<file path="src/rtl/riscv_pkg.sv">
// rtl/riscv_pkg.sv - shared state encoding and instruction constants
package riscv_pkg;

    typedef enum logic {
        BOOT = 1'b0,
        RUN  = 1'b1
    } imem_state_t;

    // Canonical RISC-V NOP (addi x0, x0, 0) returned for bad fetch addresses
    localparam logic [31:0] NOP_INSTR = 32'h0000_0013;

endpackage

</file>
<file path="src/rtl/imem_controller.sv">
// rtl/imem_controller.sv - instruction memory front-end with boot loader and fetch port
module imem_controller
    import riscv_pkg::*;
#(
    parameter int DATA_WIDTH = 32,
    parameter int ADDR_WIDTH = 32,
    parameter int DEPTH_LOG2 = 10
) (
    input  logic                  clk,
    input  logic                  rst_n,
    input  logic                  fetch_req,
    input  logic [ADDR_WIDTH-1:0] fetch_addr,
    output logic                  fetch_ready,
    output logic                  instr_valid,
    output logic [DATA_WIDTH-1:0] instr_data,
    output logic                  addr_err,
    input  logic                  load_valid,
    input  logic [ADDR_WIDTH-1:0] load_addr,
    input  logic [DATA_WIDTH-1:0] load_data,
    output logic                  load_ready,
    input  logic                  load_done,
    output logic                  cpu_hold,
    output logic [DEPTH_LOG2:0]   words_loaded,
    output logic                  mem_en,
    output logic                  mem_we,
    output logic [DEPTH_LOG2-1:0] mem_addr,
    output logic [DATA_WIDTH-1:0] mem_wdata,
    input  logic [DATA_WIDTH-1:0] mem_rdata
);

    localparam logic [DEPTH_LOG2:0]   WL_MAX = {1'b1, {DEPTH_LOG2{1'b0}}};
    localparam logic [DATA_WIDTH-1:0] NOP_W  = DATA_WIDTH'(NOP_INSTR);

    imem_state_t state, state_next;

    logic                  rd_good;     // memory read in flight, data arrives this cycle
    logic                  rd_bad;      // rejected fetch in flight, answer with NOP
    logic [DATA_WIDTH-1:0] data_q;      // last delivered instruction, held between fetches
    logic [DEPTH_LOG2:0]   wl_q;

    logic wr_acc;
    logic wr_ok;
    logic fetch_acc;
    logic fetch_ok;

    // Word-aligned and inside the array: only such addresses may touch memory
    assign wr_ok    = (load_addr[1:0] == 2'b00) && ((load_addr >> (DEPTH_LOG2 + 2)) == '0);
    assign fetch_ok = (fetch_addr[1:0] == 2'b00) && ((fetch_addr >> (DEPTH_LOG2 + 2)) == '0);

    // State register; reset always lands in BOOT with the core held
    always_ff @(posedge clk or negedge rst_n) begin
        if (!rst_n) begin
            state <= BOOT;
        end else begin
            state <= state_next;
        end
    end

    // Next state, handshakes and memory port; everything input-driven is forced idle in reset
    always_comb begin
        state_next  = state;
        load_ready  = 1'b0;
        fetch_ready = 1'b0;
        wr_acc      = 1'b0;
        fetch_acc   = 1'b0;
        mem_en      = 1'b0;
        mem_we      = 1'b0;
        mem_addr    = '0;
        mem_wdata   = '0;
        if (rst_n) begin
            load_ready = 1'b1;
            case (state)
                BOOT:    if (load_done) state_next = RUN;
                RUN:     fetch_ready = !load_valid;
                default: state_next = BOOT;
            endcase
            wr_acc    = load_valid && load_ready;
            fetch_acc = fetch_req && fetch_ready;
            if (wr_acc) begin
                mem_en    = 1'b1;
                mem_we    = wr_ok;
                mem_addr  = load_addr[DEPTH_LOG2+1:2];
                mem_wdata = load_data;
            end else if (fetch_acc && fetch_ok) begin
                mem_en   = 1'b1;
                mem_addr = fetch_addr[DEPTH_LOG2+1:2];
            end
        end
    end

    // One-cycle read pipeline tracking what the next cycle must present
    always_ff @(posedge clk or negedge rst_n) begin
        if (!rst_n) begin
            rd_good <= 1'b0;
            rd_bad  <= 1'b0;
        end else begin
            rd_good <= fetch_acc && fetch_ok;
            rd_bad  <= fetch_acc && !fetch_ok;
        end
    end

    // Keep the delivered word so instr_data is stable while no fetch completes
    always_ff @(posedge clk or negedge rst_n) begin
        if (!rst_n) begin
            data_q <= '0;
        end else if (instr_valid) begin
            data_q <= instr_data;
        end
    end

    // Count good loader writes, sticking at the array size
    always_ff @(posedge clk or negedge rst_n) begin
        if (!rst_n) begin
            wl_q <= '0;
        end else if (wr_acc && wr_ok && (wl_q != WL_MAX)) begin
            wl_q <= wl_q + 1'b1;
        end
    end

    assign instr_valid  = rd_good || rd_bad;
    assign addr_err     = rd_bad;
    assign instr_data   = rd_good ? mem_rdata : (rd_bad ? NOP_W : data_q);
    assign cpu_hold     = (state == BOOT);
    assign words_loaded = wl_q;

endmodule

</file>
<file path="config.mk">
export PLATFORM = sky130hd
export DESIGN_NAME = imem_controller
export DESIGN_NICKNAME = d
export VERILOG_FILES = /design/src/rtl/riscv_pkg.sv /design/src/rtl/imem_controller.sv
export SDC_FILE = /design/constraint.sdc
export NUM_CORES = 1
export LEC_CHECK = 0
export ABC_AREA = 0
export CORE_MARGIN = 5
export CORE_UTILIZATION = 29
export CTS_BUF_LIST = sky130_fd_sc_hd__clkbuf_16
export DETAILED_ROUTE_END_ITERATION = 10
export PLACE_DENSITY = 0.8
export SLEW_MARGIN = 40
export SYNTH_ARGS = -nofsm -noshare
export SYNTH_HDL_FRONTEND = slang
export SYNTH_SLANG_ARGS = --single-unit
</file>
<file path="constraint.sdc">
create_clock -name clk -period 1.7 [get_ports clk]
set_input_delay 0.34 -clock clk [delete_from_list [all_inputs] [get_ports clk]]
set_output_delay 0.34 -clock clk [all_outputs]
set_load 0.1 [all_outputs]
</file>
---- After elaboration in Yosys (flattened, before gate mapping) ----
Index checks and enable logic that the tools add are counted.
word-level totals
  bits in registers ....................... 46
  latch bits .............................. 0
  RAM bits ................................ 0
  ROM bits ................................ 0
  bits of input ports ..................... 133
  output and inout bits ................... 92
  memories ................................ 0
operators by class
  add/subtract/negate cells ............... 1
  multipliers ............................. 0
  div/mod/pow operators ................... 0
  magnitude comparators ................... 0
  eq/ne operators ......................... 1
  shift operators ......................... 0
  mux-type cells .......................... 20
  bitwise operators ....................... 1
  reduce and logical (&&, ||, !) cells .... 15
operator list
  operator                                        count
  two-way mux 32 bit                              4
  zero test 32 bit                                2
  two-way mux 10 bit                              3
  two-way mux 1 bit                               13
  adder 11 x 1 -> 11 bit (second input constant)  1
  inequality test 11 bit (second input constant)  1
  logical AND 1 bit                               8
  zero test 2 bit                                 2
  zero test 1 bit                                 2
  logical OR 1 bit                                1
  NOT 1 bit                                       1

---- Longest topological paths before layout ----
Gate-level depths: netlist of run 1.
  depth after elaboration ................. 8
  gate-level depth with buffers ........... 6
  mapped depth without buffers ............ 6

---- Worst setup path after synthesis of run 1 ----
No wires, ideal clock.
  kind .................................... reg-to-output
  from .................................... reg rd_bad (netlist: addr_err)
  to ...................................... out instr_data[0]
  arrival ................................. 3230 ps
  path slack .............................. -1870 ps
  stages on the path, launching flop included .. 3
  path through ............................ dfrtp_1 nor2_1 o21ai_0
between the ends
  cells in the longest elaborated chain, start to end .. 2
RTL lines
  element                          line                    text
  start: declaration               imem_controller.sv:37   logic rd_bad;
  start signal: assignment         imem_controller.sv:98   rd_bad <= fetch_acc && !fetch_ok;
  two-way mux 32 bit (2 in a row)  imem_controller.sv:122  assign instr_data = rd_good ? mem_rdata : (rd_bad ? NOP_W : data_q);
  end: declaration                 imem_controller.sv:15   output logic [DATA_WIDTH-1:0] instr_data,
Every way passes these cells.

---- Worst setup path in the final report of run 1 ----
  from .................................... in fetch_addr[14]
  to ...................................... out mem_addr[1]
between the ends
  cells in the longest elaborated chain, start to end .. 6
RTL lines
  element             line                   text
  start: declaration  imem_controller.sv:12  input logic [ADDR_WIDTH-1:0] fetch_addr,
  zero test 32 bit    imem_controller.sv:48  assign fetch_ok = (fetch_addr[1:0] == 2'b00) && ((fetch_addr >> (DEPTH_LOG2 + 2)) == '0);
  logical AND 1 bit   imem_controller.sv:48
  logical AND 1 bit   imem_controller.sv:84  end else if (fetch_acc && fetch_ok) begin
  two-way mux 10 bit  imem_controller.sv:84
  two-way mux 10 bit  imem_controller.sv:79  if (wr_acc) begin
  two-way mux 10 bit  imem_controller.sv:70  if (rst_n) begin
  end: declaration    imem_controller.sv:26  output logic [DEPTH_LOG2-1:0] mem_addr,
Every way passes these cells.

==> qor.csv, run 1 <==
stage,metric,value,unit
clock_network,Worst-Skew Late Latency,0.28,ns
routing,vias,3203,
routing,post-route ant nets,0,
synth,synthesized area,2530,um^2
synth,Main synth FF type,dfrtp_1,
clock_network,Clock Sinks,46,
cells_and_area,multi-input combinational cell area,1810,um^2
timing,Final WS setup,-0.489,ns
cells_and_area,FF/Latch Area,1180,um^2
critical_path,CP Data Required Time,1.36,ns
cells_and_area,diode count,0,
synth,Synth Net Count,383,
timing,Fin Setup TNS,-9.89,ns
synth,top cell type's share of synthesized area,45.5,%
critical_path,Crit Reg-Reg Startpoint,words_loaded[0],
synth,part of the Yosys area used for sequential elements,45.5,%
pwr,Lkg Pwr,3.12,nW
critical_path,CP Launch Type,input pin,
critical_path,crit-path max cell delay,0.53,ns
die,die area,10700,um^2
synth,number of synthesis warnings,0,
timing,max-slew violation count,0,
pwr,Power Total,3.32,mW
die,Die Y,103,um
timing,post-route clock skew,0.00704,ns
clock_network,CTS tree,done,
timing,f_max,457,MHz
cells_and_area,fillcell total,497,
clock_network,clk slew on worst S/H paths,0.06,ns
critical_path,critical path class,in -> out,
critical_path,CP startpoint,fetch_addr[14],
global_routing,largest net degree at the start of global routing,57,
critical_path,worst r2r path cells,6,
timing,minimum clock period,2.19,ns
hold_path,Hold Path Class,in -> async,
cells_and_area,Final nets,630,
critical_path,Worst EP arrival,1.85,ns
critical_path,Crit. End Element,output port,
clock_network,number of buffers created by CTS,5,
timing,Slew headroom,60.9,%
global_routing,vias in the first global route,3625,
clock_network,clk buf depth,2,
outcome,failing checks,negative setup slack,
routing,Initial DRC Count,68,
timing,unrepaired setup endpoints after global routing,true,
pwr,PwrDens,486,nW/um^2
global_routing,GR Overflow Total,0,
routing,drc violations,0,
critical_path,CP cell instances,buf_6 -> or4_4 -> nor4_4 -> and2b_1 -> buf_6 -> a22o_4 -> buf_12,
synth,synth top area cells,"dfrtp_1 (46%), a22o_1 (23%), and3_1 (8.7%)",
die,core box area,8590,um^2
synth,most instantiated library cell after synthesis,a22o_1,
cells_and_area,Layout area overhead,171,%
die,# IOs,225,
cells_and_area,layout cells sized above 1,51.0,%
synth,"Async S/R FF share, synth",100,%
critical_path,CP max stage cell,or4_4,
die,# rows,34,
synth,distinct cell type count after synthesis,27,
die,die width,103,um
routing,final wirelength,14.1,mm
pwr,Max VDD drop,0.366,mV
cells_and_area,Finished Core Util,79.6,%
timing,Final period util,129,%
routing,router iterations before antenna repair,4,
global_routing,initial antenna violation count,0,
placed_design,pre-CTS WS,-0.851,ns
die,initial core utilization,29.4,%
synth,Post-synth EDFFs,0,
timing,Final Hold Fails,0,
routing,Wirelength per Cell,23.3,um
job,max-cap viol count,0,
synth,Yosys top cell by area,dfrtp_1,
timing,worst slew pin tran,0.586,ns
synth,Post-Syn Instances,248,
synth,top post-synthesis cells by count,"a22o_1 (66), dfrtp_1 (46), and3_1 (35)",
routing,Via density,5.30,
synth,Synth Area per Inst,10.2,um^2
critical_path,CP dominant cell by count,buf_6,
placed_design,post-DP HPWL,10.7,mm
placed_design,Port Buf Inserts,224,
global_routing,GRT Overall Usage,26.2,%
clock_network,H-tree levels,2,
clock_network,CTS Root Cell,clkbuf_16,
placed_design,gp weighted congestion,0.896,
global_routing,first-pass GRT wire length,20.6,mm
critical_path,CP max FO,8,
outcome,status,"finished, violations left",
synth,register bit count reported by yosys,46,
timing,"Setup violations, final",41,
-- kinds of logic after synthesis --
family | after synthesis | synth area share, %
buffers and inverters | 27 | 4.45
flip-flops | 46 | 45.5
AND/OR/NAND/NOR | 88 | 20.9
AO/OA/AOI/OAI | 75 | 24.6
adder cells (fa/ha/maj) | 2 | 0.989
XOR/XNOR | 10 | 3.46
-- power breakdown --
group | internal [mW] | switching, mW | total, mW
Clock | 0.697 | 0.432 | 1.13
Combinational | 0.510 | 0.589 | 1.10
Sequential | 1.10 | 0.00137 | 1.10
Total | 2.30 | 1.02 | 3.32
-- area by class of cell --
cell class	count	area share (%)
repair buffers	263	51.5
multi-input cells	175	26.4
flip-flops and latches	46	17.3
well taps	108	1.98
clock buffers	5	1.83
clock inverters	3	0.640
inverters	4	0.274
-- what timing repair did --
| item | 4_1_cts | 5_1_grt |
|---|---|---|
| setup endpoints to repair | 86 | 47 |
| cloned | 5 | 0 |
| pin swaps | 22 | 19 |
| gates resized for setup | 145 | 17 |
| hold buffers | 0 | 0 |
| buffers inserted | 10 | 4 |
-- per-stage QoR --
step                      std cells  hold WS (ns)  cell area [um^2]
after CTS                       602         0.129              6820
after global routing            604         0.139              6840
after global placement          579         0.415              6430
final                           604         0.137              6840
after floorplan                 248        0.0444              3110
after detailed placement        579         0.424              6430
-- critical path: cells and delay by family --
family                 cells  cell delay [ns]
AND/OR/NAND/NOR            3             0.95
AO/OA/AOI/OAI              1             0.14
buffers and inverters      3             0.41
-- sequential cells by signal, indices dropped and copies added, names as in the netlist --
name and flops:
rd_good 1, data_q 32, addr_err 1, words_loaded 11, state 1
-- per-layer routing --
layer | part of all wire [%] | global-route usage [%] | up-vias
met1 | 32 | 25.7 | 1553
met4 | 4.2 | 9.96 | 0
met3 | 8.7 | 7.91 | 36
met5 | 0 | 0 | -
met2 | 55 | 50.7 | 164
li1 | - | - | 1450
-- final timing paths --
kind | end | slack, ns
worst max-delay path | mem_addr[1] | -0.49
worst min-delay path | addr_err | 0.14
worst max register to register | words_loaded[6] | 0.07
worst min register to register | data_q[12] | 0.53
max in group asynchronous | words_loaded[6] | 0.72
min in group clk | addr_err | 0.42
-- cell usage in the layout (no fill, tap or decap), types with 7 or more instances in the layout --
master / n
clkdlybuf4s50_1: 88
buf_6: 13
nand2_1: 13
buf_12: 94
and3_1: 35
clkdlybuf4s15_1: 8
buf_4: 22
buf_2: 19
dfrtp_1: 33
a22o_4: 38
dfrtp_4: 7
a22o_1: 28
xnor2_1: 9
Power figures use the tool's default switching activity.
==> run 2: changes to the inputs <==
Settings changed: SKIP_LAST_GASP set to 1.
==> results of run 2 <==
The final DEF is identical to that of run 1; final timing and power are the same.
Main changes from that run: number of gates resized after CTS 145 -> 144
==> run 3: changes to the inputs <==
Settings changed: ABC_CLOCK_PERIOD_IN_PS set to 1700, MAX_ROUTING_LAYER set to met4.
==> qor.csv, run 3 (synthesized netlist as in run 1, its figures left out) <==
stage,metric,value,unit,change
outcome,status,"finished, violations left",,
outcome,failing checks,negative setup slack,,
global_routing,largest net degree at the start of global routing,57,,unchanged
timing,Fin Setup TNS,-9.63,ns,+0.262 ns
die,core box area,8590,um^2,unchanged
clock_network,Clock Sinks,46,,unchanged
clock_network,clk slew on worst S/H paths,0.06,ns,about the same
critical_path,CP Data Required Time,1.36,ns,about the same
global_routing,first-pass GRT wire length,20.5,mm,-0.24%
timing,post-route clock skew,0.00723,ns,+0.000190 ns
pwr,Lkg Pwr,3.12,nW,unchanged
cells_and_area,fin cells,604,,unchanged
critical_path,CP Launch Type,input pin,,
timing,Final Hold Fails,0,,unchanged
cells_and_area,diode count,0,,unchanged
timing,max-slew violation count,0,,unchanged
timing,f_max,457,MHz,about the same
timing,unrepaired setup endpoints after global routing,true,,
routing,Via density,5.31,,about the same
cells_and_area,register with the most flip-flops,data_q,,
cells_and_area,most frequent cells in the layout,"buf_12 (94), clkdlybuf4s50_1 (88), a22o_4 (38)",,
cells_and_area,max reg flops,32,,unchanged
timing,WHS,0.137,ns,+0.000879 ns
cells_and_area,layout cells sized above 1,51.0,%,unchanged
pwr,PwrDens,486,nW/um^2,about the same
timing,Final WS setup,-0.489,ns,-0.000845 ns
critical_path,Crit. End Element,output port,,
clock_network,CTS Hold Buffers Added,0,,unchanged
clock_network,clk buf depth,2,,unchanged
global_routing,GRT Overall Usage,26.9,%,+0.78 points
global_routing,initial antenna violation count,0,,unchanged
die,die area,10700,um^2,unchanged
cells_and_area,Layout area overhead,171,%,unchanged
critical_path,CP startpoint,fetch_addr[14],,
critical_path,CP max FO,8,,unchanged
timing,"Setup violations, final",41,,unchanged
critical_path,Worst EP arrival,1.85,ns,about the same
timing,Slew headroom,60.8,%,-0.10 points
critical_path,Crit Reg-Reg Startpoint,words_loaded[0],,
critical_path,reg2reg setup slack,0.08,ns,about the same
placed_design,Post-DP Area,6430,um^2,unchanged
routing,Initial DRC Count,69,,+1.5%
timing,minimum clock period,2.19,ns,+0.000845 ns
die,Die Y,103,um,unchanged
routing,Wirelength per Cell,23.2,um,-0.48%
clock_network,CTS Root Cell,clkbuf_16,,
routing,final wirelength,14.0,mm,-0.48%
timing,Final period util,129,%,about the same
critical_path,CP endpoint,mem_addr[1],,
clock_network,H-tree levels,2,,unchanged
die,# IOs,225,,unchanged
routing,router iterations before antenna repair,4,,unchanged
die,die width,103,um,unchanged
placed_design,Port Buf Inserts,224,,unchanged
routing,post-route ant nets,0,,unchanged
routing,drc violations,0,,unchanged
cells_and_area,Finished Cell Area,6840,um^2,unchanged
clock_network,number of buffers created by CTS,5,,unchanged
die,# rows,34,,unchanged
die,initial core utilization,29.4,%,unchanged
critical_path,worst r2r path cells,6,,unchanged
cells_and_area,Finished Core Util,79.6,%,unchanged
global_routing,GR Overflow Total,0,,unchanged
timing,worst slew pin tran,0.587,ns,+0.00156 ns
pwr,Max VDD drop,0.366,mV,+0.11%
placed_design,post-DP HPWL,10.7,mm,unchanged
routing,vias,3205,,+0.062%
job,max-cap viol count,0,,unchanged
cells_and_area,Final nets,630,,unchanged
placed_design,Post-Place Cells,579,,unchanged
cells_and_area,"most common cell after layout, fill and taps aside",buf_12,,
critical_path,r2r endpoint,words_loaded[6],,
global_routing,vias in the first global route,3612,,-0.36%
clock_network,CTS tree,done,,
critical_path,critical path class,in -> out,,
clock_network,Worst-Skew Late Latency,0.28,ns,about the same
hold_path,Hold Path Class,in -> async,,
placed_design,gp weighted congestion,0.911,,+1.7%
## run 3: cell counts in the layout (fill, tap and decap cells not counted)
Identical to the previous run, type by type.
## run 3: per-stage QoR
stage,setup slack [ns],power [mW]
floorplan,-0.399,1.57
global placement,-0.812,2.17
detailed placement,-0.851,2.18
CTS,-0.439,3.33
global route,-0.555,3.42
finish,-0.489,3.32
## run 3: where the power goes
group | internal [mW] | switching, mW
clock network | 0.697 | 0.430
logic | 0.510 | 0.588
registers | 1.10 | 0.00138
## run 3: worst min path at each step
| stage | slack, ns | endpoint | from |
|---|---|---|---|
| 2_1_floorplan | 0.04 | data_q[0] | rst_n |
| 3_3_place_gp | 0.42 | addr_err | rst_n |
| 3_5_place_dp | 0.42 | addr_err | rst_n |
| 4_1_cts | 0.13 | addr_err | rst_n |
| 5_1_grt | 0.14 | addr_err | rst_n |
| 6_report | 0.14 | addr_err | rst_n |
## run 3: layer usage
metal  GRT usage (%)  vias to the layer above  share of wire [%]  wire length [um]
met2            50.5                      165                 56              7780
met1            26.4                     1558                 33              4590
met4            10.2                        0                3.9               544
met5               -                        -                  0                 0
met3            6.98                       33                7.7              1080
li1                -                     1449                  -                 -
## run 3: layout make-up
| class | count | area (um^2) |
|---|---|---|
| timing repair buffer | 263 | 3520 |
| multi-input combinational | 175 | 1810 |
| fill | 497 | 1750 |
| sequential | 46 | 1180 |
| tap | 108 | 135 |
| clock buffer | 5 | 125 |
| clock inverter | 3 | 43.8 |
| inverter | 4 | 18.8 |
## run 3: critical path: stages
cell and delay (ns):
buf_6 0.09, or4_4 0.53, nor4_4 0.23, and2b_1 0.19
buf_6 0.15, a22o_4 0.14, buf_12 0.17
## run 3: what timing repair did
item                                   4_1_cts  5_1_grt
buffers inserted                            10        4
endpoints found under the hold margin        0        0
gates cloned                                 5        0
pin swaps                                   22       19
gates resized for setup                    144       18
setup endpoints to repair                   86       47
